`config.mk`:
```
export PLATFORM = sky130hd
export DESIGN_NAME = input_conditioner_flat
export DESIGN_NICKNAME = d
export VERILOG_FILES = /design/src/rtl/input_conditioner_if.sv /design/src/rtl/input_conditioner.sv /design/src/flat_wrapper.sv
export SDC_FILE = /design/constraint.sdc
export NUM_CORES = 1
export LEC_CHECK = 0
export ABC_AREA = 1
export BUFFER_PORTS_ARGS = -buffer_cell sky130_fd_sc_hd__buf_2
export CORE_MARGIN = 10
export CORE_UTILIZATION = 55
export CTS_CLUSTER_SIZE = 12
export DETAILED_ROUTE_END_ITERATION = 10
export PLACE_DENSITY = 0.72
export SYNTH_ARGS = -nofsm -noshare
export SYNTH_HDL_FRONTEND = slang
export SYNTH_SLANG_ARGS = --single-unit
```
`constraint.sdc`:
```
create_clock -name clk -period 5.7 [get_ports clk]
set_input_delay 0 -clock clk [delete_from_list [all_inputs] [get_ports clk]]
set_output_delay 0 -clock clk [all_outputs]
set_load 0.02 [all_outputs]
```
`src/rtl/input_conditioner_if.sv`:
```
`default_nettype none
// +--------------------------------------------------------------------------+
// | input_conditioner_if : raw board inputs in, conditioned levels/pulses out |
// | Revision 1.0                                                              |
// +--------------------------------------------------------------------------+
interface input_conditioner_if;
  logic [4:0] btn_raw;
  logic [7:0] sw_raw;
  logic [4:0] btn_stable;
  logic [7:0] sw_stable;
  logic [4:0] press_pulse;
  logic       busy;
  logic [7:0] drop_count;

  modport master (
    output btn_raw, sw_raw,
    input  btn_stable, sw_stable, press_pulse, busy, drop_count
  );

  modport slave (
    input  btn_raw, sw_raw,
    output btn_stable, sw_stable, press_pulse, busy, drop_count
  );
endinterface
`default_nettype wire

```
`src/rtl/input_conditioner.sv`:
```
`default_nettype none
// +--------------------------------------------------------------------------+
// | input_conditioner : sync + debounce of buttons/switches, single-winner    |
// | fixed-length press pulses with optional lockout.  Revision 1.0            |
// +--------------------------------------------------------------------------+
module input_conditioner #(
  parameter int DEBOUNCE_CYCLES = 1000000,
  parameter int PULSE_LEN       = 1,
  parameter int LOCKOUT_CYCLES  = 0
) (
  input  wire logic            clk,
  input  wire logic            rst,
  input_conditioner_if.slave   bus
);

  localparam int N_IN  = 13;
  localparam int CNT_W = $clog2(DEBOUNCE_CYCLES);
  localparam logic [CNT_W-1:0] CNT_MAX = CNT_W'(DEBOUNCE_CYCLES - 1);

  localparam int TP_W  = $clog2(PULSE_LEN + 1);
  localparam int TL_W  = $clog2(LOCKOUT_CYCLES + 1);
  localparam int TMR_W = (TP_W > TL_W) ? ((TP_W > 1) ? TP_W : 1) : ((TL_W > 1) ? TL_W : 1);
  localparam logic [TMR_W-1:0] PULSE_LAST = TMR_W'(PULSE_LEN - 1);
  localparam logic [TMR_W-1:0] LOCK_LAST  = TMR_W'((LOCKOUT_CYCLES > 0) ? LOCKOUT_CYCLES - 1 : 0);

  typedef enum logic [1:0] {
    ST_IDLE  = 2'd0,
    ST_PULSE = 2'd1,
    ST_LOCK  = 2'd2
  } state_t;

  // ---------------- two-flop synchroniser ----------------
  logic [N_IN-1:0] sync1_q, sync1_d;
  logic [N_IN-1:0] sync2_q, sync2_d;
  logic [N_IN-1:0] w_stable;

  always_comb begin
    sync1_d = {bus.sw_raw, bus.btn_raw};
    sync2_d = sync1_q;
  end

  always_ff @(posedge clk) begin
    if (rst) begin
      sync1_q <= '0;
      sync2_q <= '0;
    end else begin
      sync1_q <= sync1_d;
      sync2_q <= sync2_d;
    end
  end

  // ---------------- per-bit debounce ----------------
  for (genvar i = 0; i < N_IN; i++) begin : g_debounce
    logic [CNT_W-1:0] cnt_q, cnt_d;
    logic             stable_q, stable_d;

    always_comb begin
      cnt_d    = cnt_q;
      stable_d = stable_q;
      if (sync2_q[i] == stable_q) begin
        cnt_d = '0;
      end else if (cnt_q == CNT_MAX) begin
        stable_d = sync2_q[i];
        cnt_d    = '0;
      end else begin
        cnt_d = cnt_q + 1'b1;
      end
    end

    always_ff @(posedge clk) begin
      if (rst) begin
        cnt_q    <= '0;
        stable_q <= 1'b0;
      end else begin
        cnt_q    <= cnt_d;
        stable_q <= stable_d;
      end
    end

    assign w_stable[i] = stable_q;
  end

  assign bus.btn_stable = w_stable[4:0];
  assign bus.sw_stable  = w_stable[12:5];

  // ---------------- press detection and pulse FSM ----------------
  function automatic logic [2:0] popcount5(input logic [4:0] v);
    logic [2:0] c;
    c = '0;
    for (int k = 0; k < 5; k++) c = c + {2'b00, v[k]};
    return c;
  endfunction

  logic [4:0]       btn_prev_q, btn_prev_d;
  state_t           state_q, state_d;
  logic [TMR_W-1:0] timer_q, timer_d;
  logic [4:0]       sel_q, sel_d;
  logic [7:0]       drop_q, drop_d;

  logic [4:0] w_rise;
  logic [4:0] w_lowest;
  logic [2:0] w_n_drop;
  logic [8:0] w_drop_sum;

  always_comb begin
    btn_prev_d = w_stable[4:0];
    w_rise     = w_stable[4:0] & ~btn_prev_q;
    // Isolate the lowest set bit: that button wins a simultaneous press.
    w_lowest   = w_rise & (~w_rise + 5'd1);

    state_d = state_q;
    timer_d = timer_q;
    sel_d   = sel_q;

    case (state_q)
      ST_IDLE: begin
        if (w_rise != 5'd0) begin
          state_d = ST_PULSE;
          sel_d   = w_lowest;
          timer_d = '0;
        end
      end
      ST_PULSE: begin
        if (timer_q == PULSE_LAST) begin
          timer_d = '0;
          sel_d   = '0;
          state_d = (LOCKOUT_CYCLES > 0) ? ST_LOCK : ST_IDLE;
        end else begin
          timer_d = timer_q + 1'b1;
        end
      end
      ST_LOCK: begin
        if (timer_q == LOCK_LAST) begin
          timer_d = '0;
          state_d = ST_IDLE;
        end else begin
          timer_d = timer_q + 1'b1;
        end
      end
      default: begin
        state_d = ST_IDLE;
        timer_d = '0;
        sel_d   = '0;
      end
    endcase

    if (state_q == ST_IDLE && w_rise != 5'd0) w_n_drop = popcount5(w_rise) - 3'd1;
    else                                      w_n_drop = popcount5(w_rise);

    w_drop_sum = {1'b0, drop_q} + {6'b0, w_n_drop};
    drop_d     = w_drop_sum[8] ? 8'hFF : w_drop_sum[7:0];
  end

  always_ff @(posedge clk) begin
    if (rst) begin
      btn_prev_q <= '0;
      state_q    <= ST_IDLE;
      timer_q    <= '0;
      sel_q      <= '0;
      drop_q     <= '0;
    end else begin
      btn_prev_q <= btn_prev_d;
      state_q    <= state_d;
      timer_q    <= timer_d;
      sel_q      <= sel_d;
      drop_q     <= drop_d;
    end
  end

  assign bus.press_pulse = (state_q == ST_PULSE) ? sel_q : 5'd0;
  assign bus.busy        = (state_q != ST_IDLE);
  assign bus.drop_count  = drop_q;

endmodule
`default_nettype wire
```
`src/flat_wrapper.sv`:
```
// flat-port wrapper written by rule: the top's interface ports become plain ports
module input_conditioner_flat 
#(
  parameter int DEBOUNCE_CYCLES = 1000000,
  parameter int PULSE_LEN       = 1,
  parameter int LOCKOUT_CYCLES  = 0
)
  (clk, rst, bus_btn_raw, bus_sw_raw, bus_btn_stable, bus_sw_stable, bus_press_pulse, bus_busy, bus_drop_count);
  input_conditioner_if bus_i ();
  input  wire logic clk;
  input  wire logic rst;
  input wire logic [$bits(bus_i.btn_raw)-1:0] bus_btn_raw;
  input wire logic [$bits(bus_i.sw_raw)-1:0] bus_sw_raw;
  output wire logic [$bits(bus_i.btn_stable)-1:0] bus_btn_stable;
  output wire logic [$bits(bus_i.sw_stable)-1:0] bus_sw_stable;
  output wire logic [$bits(bus_i.press_pulse)-1:0] bus_press_pulse;
  output wire logic [$bits(bus_i.busy)-1:0] bus_busy;
  output wire logic [$bits(bus_i.drop_count)-1:0] bus_drop_count;
  assign bus_i.btn_raw = bus_btn_raw;
  assign bus_i.sw_raw = bus_sw_raw;
  assign bus_btn_stable = bus_i.btn_stable;
  assign bus_sw_stable = bus_i.sw_stable;
  assign bus_press_pulse = bus_i.press_pulse;
  assign bus_busy = bus_i.busy;
  assign bus_drop_count = bus_i.drop_count;
  input_conditioner #(.DEBOUNCE_CYCLES(DEBOUNCE_CYCLES), .PULSE_LEN(PULSE_LEN), .LOCKOUT_CYCLES(LOCKOUT_CYCLES)) u_core (.clk(clk), .rst(rst), .bus(bus_i));
endmodule
```
# Word-level counts from Yosys, hierarchy flattened
# Cells that the tools add are included.
# Widths: inputs -> output; s select.
[totals]
reg_bits = 320
inputBits = 15
output_inout_bits = 27
wordCells = 148
[op_classes]
addsub = 21
eq_ne = 31
n_mux = 12
n_bitwise = 18
reduce_logical = 33
[op_table]
columns = ["cell", "n"]
rows = [
  ["$add 20x1->20 const B", 13],
  ["$eq 20x20->1 const B", 13],
  ["$reduce_or 3->1", 13],
  ["$reduce_and 2->1", 14],
  ["$mux 5", 3],
  ["$pmux 5 s3", 1],
  ["$not 1->1", 14],
  ["$eq 1x1->1", 13],
  ["$and 5x5->5", 2],
  ["$not 5->5", 2],
  ["$add 3x1->3", 3],
  ["$add 8x3->9", 1],
  ["$mux 8", 1],
  ["$add 5x1->5 const B", 1],
  ["$reduce_bool 5->1", 1],
  ["$mux 2", 2],
  ["$ne 2x2->1 const B", 2],
  ["$pmux 2 s2", 1],
  ["$mux 3", 1],
  ["$reduce_and 3->1", 1],
  ["$sub 3x1->3 const B", 1],
  ["$add 1x1->2", 1],
  ["$eq 2x1->1 const B", 1],
  ["$eq 2x2->1 const B", 1],
  ["8 further kinds", 9],
]

# Longest topological paths before layout
# Gate-level depths: netlist of run 1.
[depth]
ltp_word = 10
depth_mapped = 20
ltp_nobuf = 20

# Least setup slack after synthesis of run 1
# No wires, ideal clock.
[synth_timing]
path_kind = "reg-to-reg"
from = "register u_core.g_debounce[0].stable_q"
to = "register u_core.drop_q[5] (netlist: u_core.bus.drop_count[5])"
setup_ns = 0.057
arrival_time_ns = 3.985
t_required_ns = 5.643
path_slack_ns = 1.658
path_stages_with_launch = 18
n_path_buf = 0
synth_period_minus_slack_ns = 4.042
cell_sequence = "dfxtp_1 -> inv_1 -> or2_2 -> inv_1 -> ha_1 -> fa_1 -> ha_1 -> fa_1 -> inv_1 -> ha_1 -> o21ai_1 -> inv_1 -> fa_1 -> o21ai_0 -> nand4_1 -> nand3_1 -> nand2_1 -> inv_1"
[synth_between]
elab_chain_len = 9
elab_cells_between_ends = 11
classes_between = "add/sub (6); mux (2); bitwise (1); reduce/logical (2)"
[synth_rtl]
columns = ["element", "line_no", "rtl"]
rows = [
  ["from (decl)", "input_conditioner.sv:55", "logic stable_q, stable_d;"],
  ["from (signal assigned)", "input_conditioner.sv:76", "stable_q <= stable_d;"],
  ["$and 5x5->5 *", "input_conditioner.sv:107", "w_rise = w_stable[4:0] & ~btn_prev_q;"],
  ["$add 1x1->2", "input_conditioner.sv:90", "for (int k = 0; k < 5; k++) c = c + {2'b00, v[k]};"],
  ["$add 3x1->3 (3 in series)", "input_conditioner.sv:90", ""],
  ["$sub 3x1->3", "input_conditioner.sv:147", "if (state_q == ST_IDLE && w_rise != 5'd0) w_n_drop = popcount5(w_rise) - 3'd1;"],
  ["$mux 3 *", "input_conditioner.sv:147", ""],
  ["$add 8x3->9 *", "input_conditioner.sv:150", "w_drop_sum = {1'b0, drop_q} + {6'b0, w_n_drop};"],
  ["$mux 8 *", "input_conditioner.sv:151", "drop_d = w_drop_sum[8] ? 8'hFF : w_drop_sum[7:0];"],
  ["to (signal assigned)", "input_conditioner.sv:166", "drop_q <= drop_d;"],
  ["to (decl)", "input_conditioner.sv:98", "logic [7:0] drop_q, drop_d;"],
]
# Every way passes the cells marked *; elsewhere a longest branch is shown, timed or not.
# A chain may end at the register's enable or synchronous reset.

# Final worst setup path of run 1
# Ends and elaborated chain as after synthesis.

==> results.cfg, run 1 <==
[place]
gp_congestion = 0.887
dpl-instance-area_sq_um = 16100
port_buffers = 41
place_hpwl_mm = 23.2

[sta]
fin_skew_ps = 9.22
tightest_slew_ps = 775
max_freq_mhz = 220
max_slew_margin_pct = 48.3
rsz0062_at_grt = no
maxSlewViolCount = 0
finalSetupViolations = 0
hold_violations = 0
fin_crit_sh_pct = 79.9
min_period_ps = 4550
setup_tns_ps = 0

[global_route]
overflow = 0
antenna_found_initial = 0
grt_pass1_wl_mm = 56.7
grt_pass1_vias = 13000
grt_max_degree = 46
grt_util_all_layers_pct = 18.0

[power]
p_leak_nw = 5.85
comb_power_share_pct = 1.3
ir_worst_vdd_uv = 254
switchingPower_mw = 0.923
swShare_pct = 20.6
power_density_nw_per_um2 = 258
p_clk_share_pct = 48.7
power_mw = 4.48
seq_power_share_pct = 50.0
internal-power_mw = 3.56

[critical_path]
cp.required_ps = 6160
rrSetupSlack_ps = 1150
crit_fanout = 6
worst_r2r_path_depth = 17
cp-end-kind = flop
setup.worst_path.start = u_core.g_debounce[0].stable_q
worstPathArrival_ps = 5010
startpoint_type = flop
critPathKind = flop to flop
timing.rr.end = u_core.bus.drop_count[5]
r2r-start = u_core.g_debounce[0].stable_q

[clocking]
cts_made_buffers = 36
post_cts_buffers = 0
root_buffer = clkbuf_16
clk_latency_ps = 510
cts_sinks = 318
cts_tree = built
clkTransAtPathRegs_ps = 60
h-tree-depth = 2
cts_buffer_depth = 3

[synth]
synth_edf_count = 0
mappedNetlistNets = 2386
syn_area_sq_um = 15700
synthTopCellsByArea = dfxtp_1 (41%), nand2_1 (14%), nor2_1 (14%)
syn-mean-instance-area_sq_um = 6.69
synth_top_flop_cell = dfxtp_1
synth_cells = 2347
yosysUniqueCellTypes = 35
yosysTopAreaCellShare_pct = 40.6
yosys.area.top_type = dfxtp_1
ys_async_sr_fraction_pct = 0
ys_ff_latch = 318
ys_warn_count = 0
yosysSeqAreaShare_pct = 40.6

[route]
wl_mm = 32.1
drc = 0
num_vias = 13920
drt_iter0_markers = 794
drtAntennaViolNets = 0
first_pass_iters = 5
wl_per_cell_microns = 11.5
viasPerCell = 4.97

[outcome]
outcome = completed

[cells_and_area]
diodes = 0
nets = 2441
final_area_sq_um = 17400
seq_area_sq_um = 6370
final_layout_size_suffix_gt1_share_pct = 5.86
syn_to_final_growth_pct = 10.6
nFillCells = 2616
multi_input_area_sq_um = 8080

[min_path]
hold_class = input pin to flop
min_to = u_core.sync2_q[12]
hold_start = rst
whs_path_depth = 3

[floorplan]
fp.dieH_microns = 189
die_x_microns = 189
io_pins = 42
die-area_sq_um = 35700
num_rows = 61
core_area_sq_um = 27900
start_util_pct = 56.2

[flow_run]
max_cap_viol_count = 0
## cell type report
cell class | instances | share of cell area, %
clock buffer | 50 | 5.73
clock inverter | 10 | 0.577
inverter | 262 | 5.67
timing repair buffer | 56 | 2.02
multi-input combinational | 1728 | 46.6
tap | 378 | 2.73
sequential | 318 | 36.7
## placed cells by master, fill, tap and decap left out, drive strengths merged, types with 12 or more instances in the layout
cell and count:
xor2 69, ha 21, or2 31, nand2 586, a21oi 111, buf 43
dlygate4sd3 13, xnor2 48, nand3 155, dfxtp 318, nand4 39, inv 262
o21bai 12, o21ai 43, nor2 574, clkbuf 50
## kinds of logic after synthesis
kind of cell / share of synthesized area, %
DFF: 40.6
xor gates and xnor gates: 6.53
and+or+nand+nor: 37.1
AOI/OAI and AO/OA: 5.85
adders and majority gates: 2.06
buffers and inverters: 7.90
## power groups by stage
| stage | sequential, mW | combinational (mW) | clock, mW |
|---|---|---|---|
| after floorplan | 2.29 | 0.0382 | 0 |
| after global placement | 2.29 | 0.0504 | 0 |
| after detailed placement | 2.29 | 0.0513 | 0 |
| after CTS | 2.24 | 0.0583 | 2.24 |
| after global routing | 2.24 | 0.0655 | 2.33 |
| final | 2.24 | 0.0574 | 2.18 |
## metrics by stage
stage	hold slack [ps]	std cells	utilization (%)	setup WS (ps)
after detailed placement	206	2729	57.7	1150
final	72.4	2802	62.1	1150
after global placement	199	2729	57.7	1290
after global routing	85.9	2802	62.1	742
after floorplan	107	2347	-	1660
after CTS	61.2	2802	62.1	1150
## worst max-delay path, cell delays in order (launching register included)
cell and delay [ps]:
dfxtp_1 380, inv_1 60, or2_2 320, inv_1 90, ha_1 250, fa_1 490, ha_1 220, fa_1 500
inv_1 50, ha_1 290, o21ai_1 210, inv_1 90, fa_1 420, o21ai_0 460, nand4_1 380, nand3_1 160
nand2_1 60, inv_1 70
## synth_stat cells, types with 12 or more instances
cell,number
dfxtp_1,318
o21ai_0,39
ha_1,21
xnor2_1,48
nand4_1,39
buf_4,17
nand2_1,580
buf_2,13
xor2_1,69
nor2_1,569
or2_2,30
nand3_1,150
a21oi_1,110
o21bai_1,12
inv_1,261
## state kept, by name, summed over array words and instances (netlist names)
signal                      flops
u_core.btn_prev_q               5
u_core.bus.drop_count           8
u_core.g_debounce.cnt_q       260
u_core.g_debounce.stable_q     13
u_core.sel_q                    5
u_core.state_q                  1
u_core.sync1_q                 13
u_core.sync2_q                 13
## per-layer routing
layer	vias up	GRT usage, %	share of wire [%]
met2	233	30.8	45
li1	7389	-	-
met5	-	0	0
met4	0	4.15	1.6
met3	42	3.33	4.5
met1	6256	23.1	49
## worst max path at each step
| stage | cells past startpoint | endpoint |
|---|---|---|
| final | 17 | u_core.bus.drop_count[5] |
| after floorplan | 17 | u_core.bus.drop_count[5] |
| after global routing | 17 | u_core.bus.drop_count[5] |
| after global placement | 17 | u_core.bus.drop_count[5] |
| after CTS | 17 | u_core.bus.drop_count[5] |
| after detailed placement | 17 | u_core.bus.drop_count[5] |
## repair_timing
item | CTS | global route
hold buffers | 13 | 0
gates resized for setup | 0 | 0
endpoints found under the hold margin | 13 | 0
(Power assumes the default switching activity.)
==> inputs of run 2 (changes only) <==
Settings changed: PLACE_DENSITY 0.72 to 0.74.
Clock period 5.7 ns to 4 ns, I/O delays scaled along.
==> results.cfg, run 2 (synthesis gave the netlist of run 1 again) <==
[outcome]
outcome = completed

[critical_path]
critPathMaxStageDelay_ps = 500
critPathKind = flop to flop
startpoint_type = flop
critPathSlowestCell = fa_1
cp.required_ps = 4440
worstPathArrival_ps = 4210
crit_fanout = 5
cp-end-kind = flop
crit_chain = inv_1 -> or2_4 -> inv_2 -> ha_1 -> fa_1 -> ha_1 -> fa_1 -> inv_1 -> ha_1 -> o21ai_2 -> inv_1 -> fa_2 -> o21ai_2 -> nand4_1 -> buf_4 -> a21oi_1

[sta]
setup_ws_ps = 231
hold_violations = 0
maxSlewViolCount = 0
finalSetupViolations = 0
fin_skew_ps = 11.3
whs_ps = 36.8
min_period_ps = 3770
max_slew_margin_pct = 48.6
max_freq_mhz = 265
tightest_slew_ps = 770
fin_crit_sh_pct = 94.2

[cells_and_area]
nets = 2447
diodes = 0
regMostFlops = u_core.g_debounce.cnt_q
layout_common_cells = nand2_1 (580), nor2_1 (569), dfxtp_1 (318)
final_cell_count_no_fill = 2809
nFillCells = 2656
syn_to_final_growth_pct = 11.7
largest_reg_flops = 260
layout_commonest_cell = nand2_1
final_layout_size_suffix_gt1_share_pct = 6.66

[power]
p_leak_nw = 5.93
seq_power_share_pct = 48.7
p_clk_share_pct = 50.0
comb_power_share_pct = 1.3
ir_worst_vdd_uv = 316
swShare_pct = 20.3
power_density_nw_per_um2 = 374
internal-power_mw = 5.22
switchingPower_mw = 1.33
power_mw = 6.55

[floorplan]
fp.dieH_microns = 189
io_pins = 42
die_x_microns = 189
core_area_sq_um = 27900
start_util_pct = 56.2
num_rows = 61
die-area_sq_um = 35700

[global_route]
grt_util_all_layers_pct = 17.6
grt_pass1_vias = 12861
grt_pass1_wl_mm = 56.0
grt_max_degree = 45
overflow = 0
antenna_found_initial = 0

[clocking]
cts_made_buffers = 36
clk_latency_ps = 510
cts_tree = built
h-tree-depth = 2
cts_sinks = 318
clkTransAtPathRegs_ps = 60
cts_buffer_depth = 3
root_buffer = clkbuf_16

[route]
drtAntennaViolNets = 0
wl_mm = 32.0
wl_per_cell_microns = 11.4
drt_iter0_markers = 746
viasPerCell = 4.95
num_vias = 13891
drc = 0
first_pass_iters = 5

[place]
gp_congestion = 0.913
port_buffers = 41
place_hpwl_mm = 22.9
place_inst = 2731
pre_cts_ws_ps = -173

[min_path]
hold_class = input pin to flop

[flow_run]
max_cap_viol_count = 0
-- run 2: worst paths after layout --
kind | start | to | cells past startpoint | slack, ps
min | rst | u_core.bus.drop_count[5] | 4 | 40
max | u_core.g_debounce[0].stable_q | u_core.bus.drop_count[3] | 16 | 230
min reg2reg | u_core.sync1_q[12] | u_core.sync2_q[12] | 2 | 400
max reg2reg | u_core.g_debounce[0].stable_q | u_core.bus.drop_count[3] | 16 | 230
-- run 2: per-layer routing --
| metal | vias up | wire (microns) | global-route usage [%] | share of wire, % |
|---|---|---|---|---|
| met4 | 0 | 613 | 4.79 | 1.9 |
| met1 | 6203 | 15100 | 22.3 | 47 |
| li1 | 7419 | - | - | - |
| met5 | - | 0 | 0 | 0 |
| met3 | 54 | 1340 | 3.12 | 4.2 |
| met2 | 215 | 14900 | 30.2 | 47 |
-- run 2: power groups by stage --
stage | combinational, mW | sequential [mW] | clock [mW]
after global placement | 0.0722 | 3.26 | 0
after detailed placement | 0.0733 | 3.26 | 0
after CTS | 0.0835 | 3.19 | 3.36
final | 0.0826 | 3.19 | 3.28
after global routing | 0.0937 | 3.19 | 3.48
after floorplan | 0.0544 | 3.26 | 0
-- run 2: what timing repair did --
action | CTS | global route
resized for setup | 3 | 7
endpoints found under the setup margin | 8 | 8
hold endpoints to repair | 13 | 0
setup buffers | 1 | 3
hold buffers | 13 | 0
pin swaps | 3 | 6
-- run 2: metrics by stage --
step	utilization [%]	setup TNS (ps)	instance area, sq um
CTS	62.6	0	17500
detailed placement	57.8	-801	16100
floorplan	-	0	15700
finish	62.7	0	17500
global placement	57.8	-447	16100
global route	62.7	-77.1	17500
-- run 2: critical path, delay by kind of cell, from the launching register on --
| family | cells | cell delay [ps] |
|---|---|---|
| fa+ha+maj | 6 | 2090 |
| compound gates | 3 | 450 |
| flops | 1 | 330 |
| simple gates | 2 | 390 |
| buf+inv | 5 | 440 |
-- run 2: cell type report --
class	count	area (sq um)	share of cell area, %
sequential	318	6370	36.3
tap	378	473	2.70
timing repair buffer	62	399	2.28
inverter	262	983	5.61
multi-input combinational	1728	8110	46.3
clock inverter	13	148	0.843
clock buffer	48	1040	5.92
==> inputs of run 3 (changes only) <==
Settings changed: CORE_UTILIZATION 55 to 63, PLACE_DENSITY 0.74 to 0.8.
Clock period 4 ns to 4.1 ns, I/O delays scaled along.
==> results.cfg, run 3 (synthesis gave the netlist of run 1 again) <==
[route]
drtAntennaViolNets = 0
wl_per_cell_microns = 11.7
first_pass_iters = 5
drc = 0
num_vias = 13967
viasPerCell = 5.08
wl_mm = 32.1
drt_iter0_markers = 739

[clocking]
clkTransAtPathRegs_ps = 60
cts_tree = built
cts_sinks = 318
cts_made_buffers = 36
clk_latency_ps = 510
root_buffer = clkbuf_16
cts_buffer_depth = 3
h-tree-depth = 2

[floorplan]
num_rows = 57
die-area_sq_um = 31600
die_x_microns = 178
fp.dieH_microns = 178
start_util_pct = 64.3
core_area_sq_um = 24400
io_pins = 42

[critical_path]
setup.worst_path.start = u_core.g_debounce[1].stable_q
rrSetupSlack_ps = 200
cp-end-kind = flop
crit_path_end = u_core.bus.drop_count[4]
worstPathArrival_ps = 4270
cp_common_cell = inv_1
critPathMaxStageDelay_ps = 510
worst_r2r_path_depth = 19
startpoint_type = flop
critPathSlowestCell = fa_1
timing.rr.end = u_core.bus.drop_count[4]
r2r-start = u_core.g_debounce[1].stable_q
critPathKind = flop to flop
crit_chain = inv_1 -> or2_2 -> inv_2 -> ha_1 -> fa_1 -> ha_1 -> fa_1 -> inv_1 -> ha_1 -> xor2_1 -> o21ai_1 -> inv_1 -> ha_4 -> inv_1 -> o21ai_2 -> buf_4 -> nand2_1 -> xor2_1 -> a21oi_1
crit_buf_inv = 6
cp_top_family = adder cells
crit_fanout = 4
cp.required_ps = 4470
crit_cells = 19

[place]
pre_cts_ws_ps = -46.8
port_buffers = 41
place_hpwl_mm = 22.9
gp_congestion = 0.897

[outcome]
outcome = completed

[cells_and_area]
regMostFlops = u_core.g_debounce.cnt_q
layout_commonest_cell = nand2_1
nets = 2446
syn_to_final_growth_pct = 11.2
fin_util_pct = 71.6
layout_common_cells = nand2_1 (580), nor2_1 (569), dfxtp_1 (318)
largest_reg_flops = 260
diodes = 0
multi_input_area_sq_um = 8110
nFillCells = 2070
final_layout_size_suffix_gt1_share_pct = 6.47
seq_area_sq_um = 6370

[power]
comb_power_share_pct = 1.3
seq_power_share_pct = 48.2
swShare_pct = 20.1
internal-power_mw = 5.17
p_leak_nw = 5.92
p_clk_share_pct = 50.6
switchingPower_mw = 1.30
power_density_nw_per_um2 = 371
ir_worst_vdd_uv = 369

[sta]
finalSetupViolations = 0
max_slew_margin_pct = 49.1
min_period_ps = 3900
maxSlewViolCount = 0
max_freq_mhz = 256
whs_ps = 48.3
hold_violations = 0
fin_skew_ps = 15.0
rsz0062_at_grt = no
tightest_slew_ps = 759
setup_ws_ps = 199
setup_tns_ps = 0
fin_crit_sh_pct = 95.1

[global_route]
use_met2_pct = 35.9
grt_util_all_layers_pct = 20.3
grt_pass1_wl_mm = 55.8
grt_max_degree = 45
overflow = 0
grt_pass1_vias = 13023
antenna_found_initial = 0
grt_use_met1_pct = 25.0
grtUsageMet3_pct = 3.10
grt-busiest-layer = met2

[min_path]
whs_path_depth = 4
hold_class = input pin to flop

[flow_run]
max_cap_viol_count = 0
-- run 3: cell count changes in the layout (fill, tap and decap cells not counted), moves of 2 or more --
cell       change
bufinv_16      +2
clkbuf_1       +2
clkbuf_8       -3
clkinv_2       -5
-- run 3: metal layers --
layer | wire (microns) | share of wire [%]
met5 | 0 | 0
met2 | 15400 | 48
met4 | 647 | 2.0
met3 | 1180 | 3.7
met1 | 14900 | 46
-- run 3: worst min-delay path by stage --
| stage | from | to | slack (ps) |
|---|---|---|---|
| after floorplan | bus_btn_raw[0] | u_core.sync1_q[0] | 110 |
| after global placement | bus_sw_raw[6] | u_core.sync1_q[11] | 200 |
| after detailed placement | bus_sw_raw[4] | u_core.sync1_q[9] | 210 |
| after CTS | rst | u_core.g_debounce[3].stable_q | 50 |
| after global routing | rst | u_core.g_debounce[10].stable_q | 90 |
| final | rst | u_core.g_debounce[6].stable_q | 50 |
-- run 3: timing repair --
| action | 4_1_cts | 5_1_grt |
|---|---|---|
| setup endpoints to repair | 6 | 8 |
| hold endpoints to repair | 13 | 0 |
| setup buffers | 1 | 1 |
| resized for setup | 1 | 8 |
| hold buffers | 13 | 0 |
| pin swaps | 1 | 3 |
| gates cloned | 0 | 0 |
-- run 3: tightest hold or removal path, delay by kind of cell --
kind                   cells  cell delay, ps
buffers and inverters      2             320
AND/OR/NAND/NOR            2             180
-- run 3: stage by stage --
step                      std cells  instance area [sq um]  power, mW
final                          2752                  17500       6.47
after global routing           2752                  17500       6.69
after CTS                      2751                  17400       6.54
after detailed placement       2678                  16100       3.26
after global placement         2678                  16100       3.25
after floorplan                2347                  15700       3.23
-- run 3: cell type report --
cell class                      instances  area share, %
Tap cell                              324           2.32
Timing Repair Buffer                   61           2.22
Inverter                              262           5.63
Clock inverter                         12           1.14
Multi-Input combinational cell       1728           46.5
Sequential cell                       318           36.5
Clock buffer                           47           5.75
-- run 3: power by group through the flow --
stage                     Sequential, mW  Combinational, mW  Clock [mW]
after global placement              3.18             0.0707           0
after detailed placement            3.18             0.0727           0
after CTS                           3.11             0.0827        3.34
after floorplan                     3.18             0.0531           0
final                               3.12             0.0813        3.27
after global routing                3.11             0.0924        3.48
